**config.mk**
```make
export PLATFORM = sky130hd
export DESIGN_NAME = pmu_snapshot_reader
export DESIGN_NICKNAME = d
export VERILOG_FILES = /design/src/rtl/pmu_snapshot_reader.sv
export SDC_FILE = /design/constraint.sdc
export NUM_CORES = 2
export LEC_CHECK = 0
export ABC_AREA = 1
export CELL_PAD_IN_SITES_DETAIL_PLACEMENT = 1
export CELL_PAD_IN_SITES_GLOBAL_PLACEMENT = 1
export CORE_AREA = 2 2 472 474
export DETAILED_ROUTE_END_ITERATION = 16
export DIE_AREA = 0 0 474 476
export DONT_BUFFER_PORTS = 1
export GPL_ROUTABILITY_DRIVEN = 0
export PLACE_DENSITY_LB_ADDON = 0.1
export RECOVER_POWER = 100
export SYNTH_ARGS = -nofsm -noshare
export SYNTH_HDL_FRONTEND = slang
export SYNTH_SLANG_ARGS = --single-unit
export TNS_END_PERCENT = 30
```
**constraint.sdc**
```tcl
create_clock -name aclk -period 4.8 [get_ports aclk]
set_clock_uncertainty 0.05 [all_clocks]
set_input_delay 0.48 -clock aclk [delete_from_list [all_inputs] [get_ports aclk]]
set_output_delay 0.48 -clock aclk [all_outputs]
set_load 0.02 [all_outputs]
```
**src/rtl/pmu_snapshot_reader.sv**
```systemverilog
// pmu_snapshot_reader
// Waits for all loaders to go idle, then reads counter 0..NUM_COUNTERS-1
// from all N PMUs, one counter index at a time, and streams the values out.
// Beats are counter-major: every PMU for counter 0, then every PMU for
// counter 1, and so on.
//
// State table:
//   IDLE      | waiting for trigger_i, c = 0
//   WAIT_IDLE | waiting for every idle_i bit to be high on the same cycle
//   ADDR      | pmu_addr_o = c, waiting PMU_RD_LAT cycles for the read data
//   CAPTURE   | latch all N pmu_data_i into the local buffer
//   STREAM    | present buffer[p] with tuser = {c, p}
//   DONE      | one-cycle done_o pulse, then back to IDLE
//
// Ports:
//   aclk, aresetn      clock, asynchronous active-low reset
//   trigger_i          snapshot request, sampled only in IDLE
//   idle_i[N]          loader idle flags
//   pmu_addr_o[N]      counter index, the same value on every PMU
//   pmu_data_i[N]      PMU read data
//   m_t*               stream: valid/ready/data/user={c,p}/last
//   busy_o             high in every state except IDLE
//   done_o             one-cycle pulse after the final handshake
module pmu_snapshot_reader #(
  parameter int N              = 16,
  parameter int NUM_COUNTERS   = 32,
  parameter int PMU_ADDR_WIDTH = 5,
  parameter int PMU_DATA_WIDTH = 64,
  parameter int PMU_RD_LAT     = 1,
  localparam int CW = (NUM_COUNTERS > 1) ? $clog2(NUM_COUNTERS) : 1,
  localparam int PW = (N > 1) ? $clog2(N) : 1
) (
  input  logic                      aclk,
  input  logic                      aresetn,
  input  logic                      trigger_i,
  input  logic [N-1:0]              idle_i,
  output logic [PMU_ADDR_WIDTH-1:0] pmu_addr_o [N],
  input  logic [PMU_DATA_WIDTH-1:0] pmu_data_i [N],
  output logic                      m_tvalid_o,
  input  logic                      m_tready_i,
  output logic [PMU_DATA_WIDTH-1:0] m_tdata_o,
  output logic [CW+PW-1:0]          m_tuser_o,
  output logic                      m_tlast_o,
  output logic                      busy_o,
  output logic                      done_o
);

  localparam int LW = (PMU_RD_LAT > 1) ? $clog2(PMU_RD_LAT) : 1;
  localparam logic [LW-1:0] LAT_LOAD = (PMU_RD_LAT > 0) ? LW'(PMU_RD_LAT - 1) : '0;
  localparam logic [CW-1:0] C_LAST = CW'(NUM_COUNTERS - 1);
  localparam logic [PW-1:0] P_LAST = PW'(N - 1);

  typedef enum logic [2:0] {
    S_IDLE      = 3'd0,
    S_WAIT_IDLE = 3'd1,
    S_ADDR      = 3'd2,
    S_CAPTURE   = 3'd3,
    S_STREAM    = 3'd4,
    S_DONE      = 3'd5
  } state_t;

  state_t                    r_state;
  state_t                    w_state_nxt;
  logic [CW-1:0]             r_c;
  logic [PW-1:0]             r_p;
  logic [LW-1:0]             r_lat_cnt;
  logic [PMU_DATA_WIDTH-1:0] r_buf [N];

  logic w_hs;
  logic w_p_last;
  logic w_c_last;

  assign w_hs     = (r_state == S_STREAM) && m_tready_i;
  assign w_p_last = (r_p == P_LAST);
  assign w_c_last = (r_c == C_LAST);

  always_ff @(posedge aclk or negedge aresetn) begin
    if (!aresetn) r_state <= S_IDLE;
    else          r_state <= w_state_nxt;
  end

  always_comb begin
    w_state_nxt = r_state;
    case (r_state)
      S_IDLE:      if (trigger_i) w_state_nxt = S_WAIT_IDLE;
      S_WAIT_IDLE: if (&idle_i) w_state_nxt = (PMU_RD_LAT > 0) ? S_ADDR : S_CAPTURE;
      S_ADDR:      if (r_lat_cnt == '0) w_state_nxt = S_CAPTURE;
      S_CAPTURE:   w_state_nxt = S_STREAM;
      S_STREAM: begin
        if (w_hs && w_p_last) begin
          if (w_c_last)             w_state_nxt = S_DONE;
          else if (PMU_RD_LAT > 0)  w_state_nxt = S_ADDR;
          else                      w_state_nxt = S_CAPTURE;
        end
      end
      S_DONE:      w_state_nxt = S_IDLE;
      default:     w_state_nxt = S_IDLE;
    endcase
  end

  always_ff @(posedge aclk or negedge aresetn) begin
    if (!aresetn) begin
      r_c       <= '0;
      r_p       <= '0;
      r_lat_cnt <= '0;
      for (int i = 0; i < N; i++) r_buf[i] <= '0;
    end else begin
      // Reloaded whenever we are outside ADDR, so it is always fresh on entry.
      if (r_state != S_ADDR)      r_lat_cnt <= LAT_LOAD;
      else if (r_lat_cnt != '0)   r_lat_cnt <= r_lat_cnt - LW'(1);

      case (r_state)
        S_IDLE: begin
          if (trigger_i) begin
            r_c <= '0;
            r_p <= '0;
          end
        end
        S_CAPTURE: begin
          for (int i = 0; i < N; i++) r_buf[i] <= pmu_data_i[i];
          r_p <= '0;
        end
        S_STREAM: begin
          if (w_hs) begin
            if (!w_p_last) begin
              r_p <= r_p + PW'(1);
            end else begin
              r_p <= '0;
              // c drives the PMU address, so clearing it here parks the
              // address at 0 for DONE and IDLE.
              r_c <= w_c_last ? '0 : r_c + CW'(1);
            end
          end
        end
        default: ;
      endcase
    end
  end

  always_comb begin
    for (int i = 0; i < N; i++) pmu_addr_o[i] = PMU_ADDR_WIDTH'(r_c);
  end

  assign m_tvalid_o = (r_state == S_STREAM);
  assign m_tdata_o  = r_buf[r_p];
  assign m_tuser_o  = {r_c, r_p};
  assign m_tlast_o  = (r_state == S_STREAM) && w_p_last && w_c_last;
  assign busy_o     = (r_state != S_IDLE);
  assign done_o     = (r_state == S_DONE);

endmodule

```
### Word level (Yosys, flattened, before mapping)

Cells that the tools add are included.

* ROM bits: 0
* output and inout port bits: 157
* register bits: 1037
* latch bits: 0
* logic and storage cells: 71
* memories: 0
* bits of input ports: 1044
* bits in writable memories: 0

* multipliers: 0
* add/subtract/negate cells: 3
* $lt $le $gt $ge: 1
* reductions and logical operators: 12
* bitwise gates (word level): 1
* divide/modulo/power cells: 0
* equality and inequality tests: 14
* multiplexer cells: 20
* shifts and indexed selects: 0

Operator list (number)
* 64-bit binary-select mux with 4-bit select: 1
* 64-bit two-way mux: 2
* 5-bit two-way mux: 4
* 16-bit AND reduction: 1
* 3-bit two-way mux: 5
* 3-bit case mux with 5 select lines: 1
* 4-bit two-way mux: 3
* 4-bit case mux with 3 select lines: 1
* 5-bit case mux with 2 select lines: 1
* 4-bit AND reduction: 2
* 3-bit by 2-bit equality test with 1-bit output (second input constant): 2
* 3-bit equality test (second input constant): 2
* 2-bit by 1-bit inequality test with 1-bit output (second input constant): 3
* 2-bit inequality test (second input constant): 3
* 3-bit nonzero test: 2
* 5-bit by 1-bit adder with 5-bit output (second input constant): 1
* 5-bit equality test (second input constant): 1
* 5-bit greater-or-equal comparator (second input constant): 1
* 4-bit NOT with 5-bit output: 1
* 4-bit by 1-bit adder with 4-bit output (second input constant): 1
* 4-bit equality test (second input constant): 1
* 1-bit logical AND: 4
* 3-bit by 1-bit equality test with 1-bit output (second input constant): 1
* 3-bit logical NOT: 1
* 5 further kinds: 6

### Logic depth before layout (Yosys ltp)

* depth in word-level cells: 5
* depth in mapped cells: 11
* gate-level depth less buffers: 8

### Least setup slack after synthesis

No wires, ideal clock.

* path type: reg-to-output
* from: register r_c[1]
* to: output m_tlast_o
* stages on the path, launching flop included: 7
* data arrival time: 1.702 ns
* required time: 4.270 ns
* path buffers: 0
* setup slack: 2.568 ns
* cell sequence: dfrtp_1 -> ha_1 -> nand2_1 -> nor2_1 -> ha_1 -> nand2_1 -> nor2_1

* word-level cells in the longest chain between the ends: 2

RTL lines
* start: declaration: line 64 `logic [CW-1:0] r_c;`
* start signal: assignment: line 131 `r_c <= w_c_last ? '0 : r_c + CW'(1);`
* 5-bit equality test: line 75 `assign w_c_last = (r_c == C_LAST);`
* 1-bit logical AND: line 147 `assign m_tlast_o = (r_state == S_STREAM) && w_p_last && w_c_last;`
* end: declaration: line 43 `output logic m_tlast_o,`

No other way between the ends.

### Final worst setup path

* from: register r_p[0]
* to: output m_tdata_o[41]

* word-level cells in the longest chain between the ends: 4

RTL lines
* start: declaration: line 65 `logic [PW-1:0] r_p;`
* start signal: assignment: line 126 `r_p <= r_p + PW'(1);`
* 4-bit NOT with 5-bit output (not written as such): line 145 `assign m_tdata_o = r_buf[r_p];`
* 64-bit binary-select mux with 4-bit select: line 145
* 64-bit two-way mux (not written as such) (2 in a row): line 145
* end: declaration: line 41 `output logic [PMU_DATA_WIDTH-1:0] m_tdata_o,`

No other way between the ends. The select of a mux whose other input is x is not followed.

==> impl_results.rst <==
.. list-table::
   :header-rows: 1

   * - Metric
     - Value
   * - Number of cells produced by synthesis
     - 5135
   * - Leading cell type in the layout, fill and taps excluded
     - sky130_fd_sc_hd__nor2_1
   * - Tcrit/Tclk final
     - 0.900
   * - Nature of the critical path startpoint
     - register
   * - Worst Setup Path Type
     - reg -> out
   * - Pin count of the biggest net entering global routing
     - 215
   * - Crit path DAT
     - approximately 3.8 ns
   * - Commonest cells after routing, fill and taps aside
     - 1104 x sky130_fd_sc_hd__nor2_1, 1028 x sky130_fd_sc_hd__dfrtp_1, 1026 x sky130_fd_sc_hd__dlygate4sd3_1
   * - CTS tree
     - built
   * - HP Class
     - in -> reg
   * - Number of primary I/O pins
     - 1201
   * - Buffer depth of the longest clock path
     - 3
   * - Iteration count of the initial detailed-routing pass
     - 4
   * - Starting density of the core
     - 0.226
   * - Global-route total usage across every layer
     - 0.204
   * - Failing checks
     - capacitance limit, slew limit
   * - Cell area reported after detailed placement
     - 52200 um^2
   * - Standard-cell rows
     - 173
   * - Clock Pin Slew Worst Setup and Hold Paths
     - 0.06 ns
   * - Worst Hold Slack
     - 0.142 ns
   * - Worst slew slack as a fraction of its limit
     - -1.09
   * - Detail-routed via count per cell
     - 4.41
   * - Num CTS Buffers
     - 143
   * - First DRT Iteration DRCs
     - 1682
   * - Count of placed standard cells including taps
     - 7781
   * - Final Critical Period
     - 4.32 ns
   * - Synth Area per Inst
     - approximately 9.7 um^2
   * - Number of global-route vias before repair
     - ~44000
   * - Die extent in x
     - ~470 um
   * - Residual DRC
     - 0
   * - Number of sinks on the clock net
     - about 1000
   * - Total nets after synthesis
     - 6182
   * - Pwr/cell area
     - ~600 nW/um^2
   * - Maximum level of the CTS H-tree
     - 4
   * - Post-DRT Antenna Nets
     - 0
   * - Setup slack of the most critical reg-to-reg path
     - 0.71 ns
   * - Register area
     - 26000 um^2
   * - Detailed Route WL
     - between 200000 and 250000 um
   * - Die Span Y
     - about 480 um
   * - DIE AREA
     - 226000 um^2
   * - Average wire length per cell after detail routing
     - 25.8 um
   * - Number of antenna violations at the first check in global routing
     - 162
   * - Fmax achieved
     - 231 MHz
   * - Endpoint kind of the worst setup timing path
     - output pin
   * - Synth Register Bits
     - 1036
   * - Final sum of negative setup slack
     - 0 ns
   * - Post-Route Utilization
     - 0.304
   * - Final WS setup
     - between 0.4 and 0.5 ns
   * - Layout-stage area growth over the synthesis result
     - 34.2%
   * - Post-DP HPWL
     - 168000 um
   * - Root Buffer
     - sky130_fd_sc_hd__clkbuf_16
   * - Number of nets in the layout
     - 7025
   * - Area of the core
     - 221000 um^2
   * - Unrepaired setup endpoints after global routing
     - no
   * - Final Hold Fails
     - 0
   * - Netlist area before placement
     - ~50000 um^2
   * - Worst Path Max Fanout
     - 116
   * - Worst Tran Pin Value
     - ~3.1 ns
   * - Post-CTS setup buffer count
     - 0
   * - Number of buffer cells added on primary ports
     - 0
   * - Unique cell type count in the Yosys netlist
     - 22
   * - Vias after detailed routing
     - 40342
   * - Required arrival time at the worst endpoint
     - 4.27 ns
   * - Worst slack at placement
     - ~1.3 ns
   * - Final Max Tran Viols
     - 840
   * - # fillers
     - around 25000
   * - Warnings from Yosys
     - 0
   * - Grt ovf
     - 0
   * - Outcome
     - finished, violations left
   * - Final setup vio count
     - 0
   * - Worst ir drop on vdd
     - 0.326 mV
   * - Total of max-cap violations
     - 17
   * - Overall power consumption
     - around 40 mW
   * - Final Instance Area
     - 67100 um^2
   * - Combined area of the multi-input logic cells
     - approximately 21000 um^2
   * - Ratio of cells with drive above 1 in the final layout
     - 0.0915
   * - Final non-filler cell total
     - a little over 9000
   * - Sequential area share after synthesis
     - 0.519
   * - Leakage
     - 28.7 nW
   * - Global-route wire length before repair
     - 332000 um
   * - Worst skew pair latency
     - 0.78 ns
-- cells by family after synthesis --
group | Yosys count | synth area share
AO/OA/AOI/OAI | 612 | 0.0613
XOR/XNOR | 1 | 0.000175
adder cells (fa/ha/maj) | 3 | 0.000751
buffers and inverters | 651 | 0.0704
flip-flops | 1036 | 0.519
multiplexers | 868 | 0.196
AND/OR/NAND/NOR | 1964 | 0.153
-- cells in the mapped netlist --
cell,count,area share
sky130_fd_sc_hd__dfrtp_1,1036,0.52
sky130_fd_sc_hd__nor3_1,2,0.00020
sky130_fd_sc_hd__xor2_1,1,0.00018
sky130_fd_sc_hd__o21ai_0,398,0.040
sky130_fd_sc_hd__buf_2,100,0.010
sky130_fd_sc_hd__inv_1,233,0.018
sky130_fd_sc_hd__buf_1,36,0.0027
sky130_fd_sc_hd__nor2_1,1105,0.083
sky130_fd_sc_hd__buf_6,50,0.011
sky130_fd_sc_hd__nand3_2,1,0.00020
sky130_fd_sc_hd__a21oi_1,158,0.016
sky130_fd_sc_hd__nor3b_1,1,0.00015
sky130_fd_sc_hd__nand2_1,648,0.049
sky130_fd_sc_hd__ha_1,3,0.00075
sky130_fd_sc_hd__nand4_1,3,0.00038
sky130_fd_sc_hd__mux2_2,268,0.060
sky130_fd_sc_hd__clkbuf_1,76,0.0057
sky130_fd_sc_hd__mux2_1,600,0.14
sky130_fd_sc_hd__inv_2,3,0.00023
sky130_fd_sc_hd__nand3_1,204,0.020
sky130_fd_sc_hd__o21ai_1,56,0.0056
sky130_fd_sc_hd__buf_4,153,0.023
-- cell type report --
class,instances,share of cell area
clock buffer,210,0.0612
multi-input combinational,3448,0.306
sequential,1036,0.387
inverter,236,0.0135
tap,2975,0.0555
timing repair buffer,1113,0.167
clock inverter,33,0.00632
antenna,95,0.00354
-- flip-flops by register name (all words and copies together), names as in the netlist --
| register | cells |
|---|---|
| r_buf | 1024 |
| r_c | 5 |
| r_p | 4 |
| r_state | 3 |
-- power by group --
group,switching [mW],internal (mW),leakage (nW)
combinational,8.33,5.96,14.5
sequential,2.40,13.2,12.0
clock,4.38,6.24,2.21
-- layer usage --
metal | track usage | routed length [um]
met5 | 0 | 475
met1 | 0.226 | 90400
met3 | 0.0526 | 12800
met2 | 0.375 | 123000
met4 | 0.0729 | 8590
-- what timing repair did --
action,4_1_cts,5_1_grt
hold buffers,1027,0
endpoints found under the hold margin,1655,0
resized for setup,0,0
setup endpoints to repair,0,0
-- worst max-delay path, cell delays in order (launching register included) --
cell	delay, ns
sky130_fd_sc_hd__dfrtp_4	0.84
sky130_fd_sc_hd__buf_6	0.80
sky130_fd_sc_hd__nor2_1	0.11
sky130_fd_sc_hd__nor2_1	0.12
sky130_fd_sc_hd__o21ai_0	0.09
sky130_fd_sc_hd__nand3_1	0.19
sky130_fd_sc_hd__nand3_1	0.28
sky130_fd_sc_hd__nand2_1	0.41
-- path summary, 6_finish.rpt --
kind / from / endpoint / cells past startpoint
setup / recovery: r_p[0] / m_tdata_o[41] / 7
hold / removal: idle_i[7] / r_state[0] / 5
setup reg to reg: r_state[2] / r_buf[221] / 4
hold reg to reg: r_buf[805] / r_buf[805] / 1
max in group asynchronous: aresetn / r_buf[737] / 4
min in group asynchronous: aresetn / r_buf[230] / 2
Note: power is estimated with default switching activity, not from simulation.
